<file path="config.mk">
export PLATFORM = sky130hd
export DESIGN_NAME = modulo_unit
export DESIGN_NICKNAME = d
export VERILOG_FILES = /design/src/rtl/modulo_unit.sv
export SDC_FILE = /design/constraint.sdc
export NUM_CORES = 1
export LEC_CHECK = 0
export BUFFER_PORTS_ARGS = -buffer_cell sky130_fd_sc_hd__clkbuf_2
export CAP_MARGIN = 20
export CORE_MARGIN = 4
export CORE_UTILIZATION = 52
export CTS_BUF_LIST = sky130_fd_sc_hd__clkbuf_4
export DETAILED_ROUTE_END_ITERATION = 8
export GPL_ROUTABILITY_DRIVEN = 1
export PLACE_DENSITY = 0.83
export SYNTH_ARGS = -nofsm -noshare
export SYNTH_HDL_FRONTEND = slang
export SYNTH_SLANG_ARGS = --single-unit
</file>
<file path="constraint.sdc">
create_clock -name clk -period 7.35 [get_ports clk]
set_clock_uncertainty 0.15 [all_clocks]
set_input_delay 1.1025 -clock clk [delete_from_list [all_inputs] [get_ports clk]]
set_output_delay 1.1025 -clock clk [all_outputs]
set_load 0.05 [all_outputs]
</file>
<file path="src/rtl/modulo_unit.sv">
// modulo_unit: iterative remainder engine (rest = a mod b) for the GCD datapath.
// Restoring shift-subtract, one dividend bit per clock. Level-started: the
// controller holds start_i through the whole operation, so the unit waits in
// DONE until start_i drops before it can accept a new request.
module modulo_unit #(
  parameter int WIDTH = 16
) (
  input  logic             clk,
  input  logic             rst_n_i,
  input  logic             start_i,
  input  logic [WIDTH-1:0] a_i,
  input  logic [WIDTH-1:0] b_i,
  output logic             ready_o,
  output logic [WIDTH-1:0] rest_o,
  output logic             busy_o,
  output logic             div_zero_o
);

  localparam int CW = (WIDTH > 1) ? $clog2(WIDTH) : 1;

  typedef enum logic [1:0] {
    IDLE = 2'd0,
    CALC = 2'd1,
    DONE = 2'd2
  } state_e;

  state_e           state_q;
  logic [WIDTH-1:0] dvd_q;   // dividend, shifted out MSB first
  logic [WIDTH-1:0] dvs_q;   // latched divisor
  logic [WIDTH-1:0] rem_q;   // partial remainder; always < dvs so WIDTH bits hold it
  logic [CW-1:0]    cnt_q;
  logic [WIDTH-1:0] rest_q;
  logic             dz_q;

  logic [WIDTH:0]   t;       // shifted-in trial value, one bit wider than the divisor
  logic             ge;
  logic [WIDTH-1:0] diff;
  logic [WIDTH-1:0] rem_d;

  // Restoring step: shift in next dividend bit, subtract divisor if it fits.
  // The compare is WIDTH+1 bits so a full-scale divisor cannot overflow. When
  // t >= dvs the true difference is < dvs < 2^WIDTH, so the low WIDTH bits
  // of the subtraction are exact.
  always_comb begin
    t     = {rem_q, dvd_q[WIDTH-1]};
    ge    = (t >= {1'b0, dvs_q});
    diff  = t[WIDTH-1:0] - dvs_q;
    rem_d = ge ? diff : t[WIDTH-1:0];
  end

  // Control FSM and datapath registers.
  always_ff @(posedge clk or negedge rst_n_i) begin
    if (!rst_n_i) begin
      state_q <= IDLE;
      dvd_q   <= '0;
      dvs_q   <= '0;
      rem_q   <= '0;
      cnt_q   <= '0;
      rest_q  <= '0;
      dz_q    <= 1'b0;
    end else begin
      case (state_q)
        IDLE: begin
          if (start_i) begin
            dvd_q <= a_i;
            dvs_q <= b_i;
            rem_q <= '0;
            cnt_q <= CW'(WIDTH - 1);
            if (b_i == '0) begin
              rest_q  <= a_i;
              dz_q    <= 1'b1;
              state_q <= DONE;
            end else begin
              dz_q    <= 1'b0;
              state_q <= CALC;
            end
          end
        end
        CALC: begin
          rem_q <= rem_d;
          dvd_q <= dvd_q << 1;
          if (cnt_q == '0) begin
            rest_q  <= rem_d;
            state_q <= DONE;
          end else begin
            cnt_q <= cnt_q - 1'b1;
          end
        end
        DONE: begin
          // Re-arm only once the request level has dropped.
          if (!start_i) state_q <= IDLE;
        end
        default: state_q <= IDLE;
      endcase
    end
  end

  assign ready_o    = (state_q == DONE);
  assign busy_o     = (state_q == CALC);
  assign rest_o     = rest_q;
  assign div_zero_o = dz_q;

endmodule

</file>
==> flow_summary.yaml, run 1 <==
yosys:
  syn_nets: 526
  synth_top_family_by_area: "compound AO/OA/AOI/OAI gates"
  ys.flop_type: "dfrtp_1"
  synth_cell_types: 63
  syn_area_per_cell_um2: 8.83
  yosys.area_share.xor_xnor_pct: 2.10
  synthSimpleGateAreaFrac_pct: 15.9
  netlist_instances: 473
  ys_top_cells_by_area: "dfrtp_1 (43%), o21ai_0 (6.2%), a21oi_1 (5.8%), ha_1 (5.1%), nand2_1 (4.4%)"
  yosysTopAreaCellShare_pct: 42.6
  synth_area_um2: 4180
  synth_compound_area_share_pct: 26.8
  muxShareOfSynthArea_pct: 1.95
  synth_adder_area_share_pct: 5.57
  synth_edf_count: 0
  ys_seq_elements: 71
  yosys_warnings: 0
  async_flop_share_pct: 100
  yosys.area.top_type: "dfrtp_1"
  yosysSeqAreaShare_pct: 42.6
cells_and_area:
  final_area_um2: 4620
  final_cell_mix: "dfrtp_1 (71), o21ai_0 (52), clkbuf_2 (52)"
  layout.cells.non_filler: 620
  nNetsFinal: 567
  drive_gt1_share_pct: 17.8
  layout_commonest_cell: "dfrtp_1"
  antenna_cells: 0
  syn2layout_area_growth_pct: 10.5
hold_path:
  hold_path_class: "reg -> reg"
  timing.hold.worst_path_depth: 1
clock_network:
  cts_buffer_depth: 2
  cts_inserted_buffers: 9
  clock_latency_ns: 0.43
  clk_pin_slew_worst_paths_ns: 0.11
  cts-htree-levels: 3
  cts-root-buf: "clkbuf_4"
  clock_sinks: 71
  hold_buffers: 0
  cts_tree: "yes"
  post_cts_resized: 0
  cts_setup_buffers: 0
drt:
  num_vias: 3793
  drc: 1
  antenna_left: 0
  viasPerCell: 6.12
  first_iter_violations: 434
  wl_um: 10900
  wl_per_cell_um: 17.6
  dr.pass1.iters: 7
floorplan:
  die_h_um: 97.6
  io-pin-count: 54
  core_um2: 7770
  fp.dieW_um: 97.6
  dieArea_um2: 9530
  initial_core_util_pct: 53.8
  rows: 32
worst_setup_path:
  worstPathRequired_ns: 7.50
  reg2regPathDepth: 7
  cp_max_fo: 35
  end_kind: "flop"
  cp.arrival_ns: 3.59
  path_class: "in -> reg"
  critPathLaunchType: "primary input"
global_route:
  antenna_found_initial: 0
  grt_pass1_vias: 3799
  grt_usage_pct: 23.8
  grt_pass1_wl_um: 18400
  grt_max_degree: 72
  gr-total-overflow: 0
sta:
  finalCritPeriodShare_pct: 46.8
  fmax_mhz: 290
  final-setup-viol-count: 0
  fin_setup_tns_ns: 0
  worst_slew_pin_slew_ns: 0.968
  rsz0062_at_grt: "false"
  fin_crit_ns: 3.44
  timing.final.ws_setup_ns: 3.91
  hold_viol: 0
  relSlewSlack_pct: 35.3
  drv_slew: 0
placed_design:
  port_buffers: 53
  dp_slack_ns: 3.33
  dp_hpwl_um: 7960
  gp_congestion: 0.857
  placed_cell_area_um2: 4480
  dp_cells: 604
job:
  maxCapViolations: 0
outcome:
  violations: "design-rule violations"
  status: "finished with violations"
[final cells by class]
type,instances,area [µm²]
Tap cell,102,128
Sequential cell,71,1780
Timing Repair Buffer,58,303
Inverter,24,90.1
Clock buffer,11,82.6
Fill cell,678,3150
Multi-Input combinational cell,350,2190
Clock inverter,4,47.5
[stage by stage]
step / utilization, % / hold slack, ns
global route: 59.4 / 0.403
global placement: 57.7 / 0.333
CTS: 59.3 / 0.365
detailed placement: 57.7 / 0.349
floorplan: - / 0.300
finish: 59.4 / 0.365
[routing by layer]
| metal | up-vias | global-route usage, % | share of wire, % |
|---|---|---|---|
| li1 | 1777 | - | - |
| met1 | 1816 | 32.1 | 44 |
| met2 | 179 | 37.5 | 46 |
| met3 | 21 | 6.82 | 7.8 |
| met4 | 0 | 6.50 | 1.8 |
| met5 | - | 0 | 0 |
[worst max-delay path, stage by stage]
cell and delay [ns]:
clkbuf_2 0.29, nor2b_1 0.82, nor2b_2 0.28, buf_4 0.31
a21oi_2 0.27, or3_1 0.36, o21ai_0 0.08, a21oi_1 0.07
[state kept, by name, summed over array words and instances, names as in the netlist]
name,flops
div_zero_o,1
rest_o,16
rem_q,16
dvs_q,16
state_q,2
cnt_q,4
dvd_q,16
[synth_stat cells (2+ instances only)]
cell / instances
o31a_1: 2
inv_1: 23
nand3_1: 9
mux2i_1: 7
ha_1: 17
o21bai_1: 3
xor2_1: 3
a21oi_1: 48
and2_1: 2
nor3_1: 6
and4_1: 2
buf_4: 2
nor2b_1: 19
a211oi_1: 3
a21o_1: 8
a21oi_2: 2
a31oi_1: 3
o21a_1: 3
clkbuf_1: 18
o21ai_0: 52
o21ai_1: 16
nand4_1: 2
or3_1: 4
nand2_1: 49
nand2b_1: 2
nor2_1: 23
o22ai_1: 8
buf_2: 8
a32oi_1: 2
nor4_1: 4
a22oi_1: 15
dfrtp_1: 71
xnor2_1: 7
[logic make-up (layout without fill, tap and decap cells)]
group / count (synthesis) / after routing
buf+inv: 52 / 97
xor+xnor: 10 / 10
flops: 71 / 71
mux: 8 / 8
simple gates: 132 / 132
compound gates: 182 / 182
fa+ha+maj: 18 / 18
[path summary, 6_finish.rpt]
kind                            slack [ns]         end        from
worst max register to register        4.24  rest_o[10]  state_q[1]
worst min-delay path                  0.36    cnt_q[0]    cnt_q[0]
min in group asynchronous             0.69   dvs_q[15]     rst_n_i
max in group asynchronous             5.74  state_q[1]     rst_n_i
worst min register to register        0.36    cnt_q[0]    cnt_q[0]
worst max-delay path                  3.91  rest_o[10]     start_i
Power of run 1 is not shown: default switching activity piles up to over one toggle a cycle in this logic, so the estimate is an artifact.
==> run 2, diff against run 1 <==
Settings changed: PLACE_DENSITY 0.83 to 0.86.
Clock period 7.35 ns to 2.8 ns, I/O delays scaled along.
==> flow_summary.yaml, run 2 (same netlist as run 1, synthesis figures left out) <==
clock_network:
  cts_tree: "yes"
  cts_buffer_depth: 2
  clk_pin_slew_worst_paths_ns: 0.13
  cts_inserted_buffers: 9
  clock_latency_ns: 0.44
  cts-root-buf: "clkbuf_4"
  cts-htree-levels: 3
  clock_sinks: 71
placed_design:
  gp_congestion: 0.933
  dp_slack_ns: 0.0647
  port_buffers: 53
  dp_hpwl_um: 7870
  placed_cell_area_um2: 4550
drt:
  drc: 0
  first_iter_violations: 221
  wl_per_cell_um: 17.1
  dr.pass1.iters: 5
  viasPerCell: 6.01
  antenna_left: 0
  wl_um: 10700
  num_vias: 3780
worst_setup_path:
  path_class: "reg -> reg"
  end_kind: "flop"
  cp.arrival_ns: 2.83
  cp_max_fo: 4
  critPathLaunchType: "flop"
  worstPathRequired_ns: 2.98
sta:
  fin_setup_tns_ns: 0
  finalCritPeriodShare_pct: 94.6
  fin_crit_ns: 2.65
  rsz0062_at_grt: "false"
  worst_slew_pin_slew_ns: 0.664
  timing.final.ws_setup_ns: 0.152
  drv_slew: 0
  relSlewSlack_pct: 55.7
  final-setup-viol-count: 0
  fmax_mhz: 378
  hold_viol: 0
  hold_ws_ns: 0.0457
hold_path:
  hold_path_class: "in -> reg"
pwr:
  ir_drop_uv: 574
  power.total_mw: 6.98
  powerDensity_nw_per_um2: 1480
  p_leak_nw: 2.13
cells_and_area:
  layout_commonest_cell: "dfrtp_1"
  antenna_cells: 0
  syn2layout_area_growth_pct: 13.0
  drive_gt1_share_pct: 19.5
  nNetsFinal: 575
  final_area_um2: 4720
  final_cell_mix: "dfrtp_1 (71), o21ai_0 (52), clkbuf_2 (52)"
global_route:
  antenna_found_initial: 0
  grt_pass1_vias: 3667
  grt_usage_pct: 22.9
  gr-total-overflow: 0
  grt_max_degree: 72
  grt_pass1_wl_um: 17900
job:
  maxCapViolations: 0
outcome:
  status: "complete, no violations"
floorplan:
  dieArea_um2: 9530
  die_h_um: 97.6
  fp.dieW_um: 97.6
  core_um2: 7770
  rows: 32
  initial_core_util_pct: 53.8
  io-pin-count: 54
run 2: final timing paths:
| check | startpoint | end | slack, ns | cells past startpoint |
|---|---|---|---|---|
| worst min register to register | div_zero_o | div_zero_o | 0.34 | 1 |
| worst min-delay path | b_i[6] | dvs_q[6] | 0.05 | 3 |
| worst max-delay path | dvd_q[15] | rest_o[8] | 0.15 | 11 |
| max in group asynchronous | rst_n_i | rem_q[3] | 1.80 | 3 |
| worst max register to register | dvd_q[15] | rest_o[8] | 0.15 | 11 |
| min in group asynchronous | rst_n_i | dvs_q[6] | 0.39 | 3 |
run 2: final cells by class:
class	instances	area, µm²
multi-input cells	350	2210
flip-flops and latches	71	1780
repair buffers	66	378
clock inverters	6	60.1
fillers	665	3050
well taps	102	128
inverters	24	90.1
clock buffers	10	75.1
run 2: per-layer routing:
metal  up-vias  share of wire [%]  global-route usage, %
li1       1790                  -                      -
met1      1820                 45                   31.4
met2       153                 47                   35.2
met3        17                7.6                   6.32
met4         0                1.3                   7.56
met5         -                  0                      0
run 2: critical path, stage by stage (launching register included):
cell	delay, ns
dfrtp_1	0.42
inv_1	0.06
ha_1	0.14
inv_1	0.06
fa_2	0.38
a211oi_2	0.26
nor2_1	0.14
o21a_1	0.22
o41ai_2	0.26
xnor2_1	0.13
mux2i_1	0.21
a21oi_1	0.10
run 2: repair_timing:
item / CTS / global route
endpoints found under the setup margin: 0 / 4
hold buffers: 1 / 0
gates resized for setup: 0 / 4
setup buffers: 0 / 0
hold endpoints to repair: 71 / 0
run 2: report_power, final:
group          internal, mW  switching (mW)  leakage, nW
registers              1.50           0.339        0.859
clock network         0.279           0.392       0.0742
logic                  1.67            2.79         1.20
run 2: metrics by stage:
stage               std cells  utilization (%)
floorplan                 473                -
global placement          612             58.6
detailed placement        612             58.6
CTS                       629             60.5
global route              629             60.7
finish                    629             60.7
Note: power is estimated with default switching activity, not from simulation.
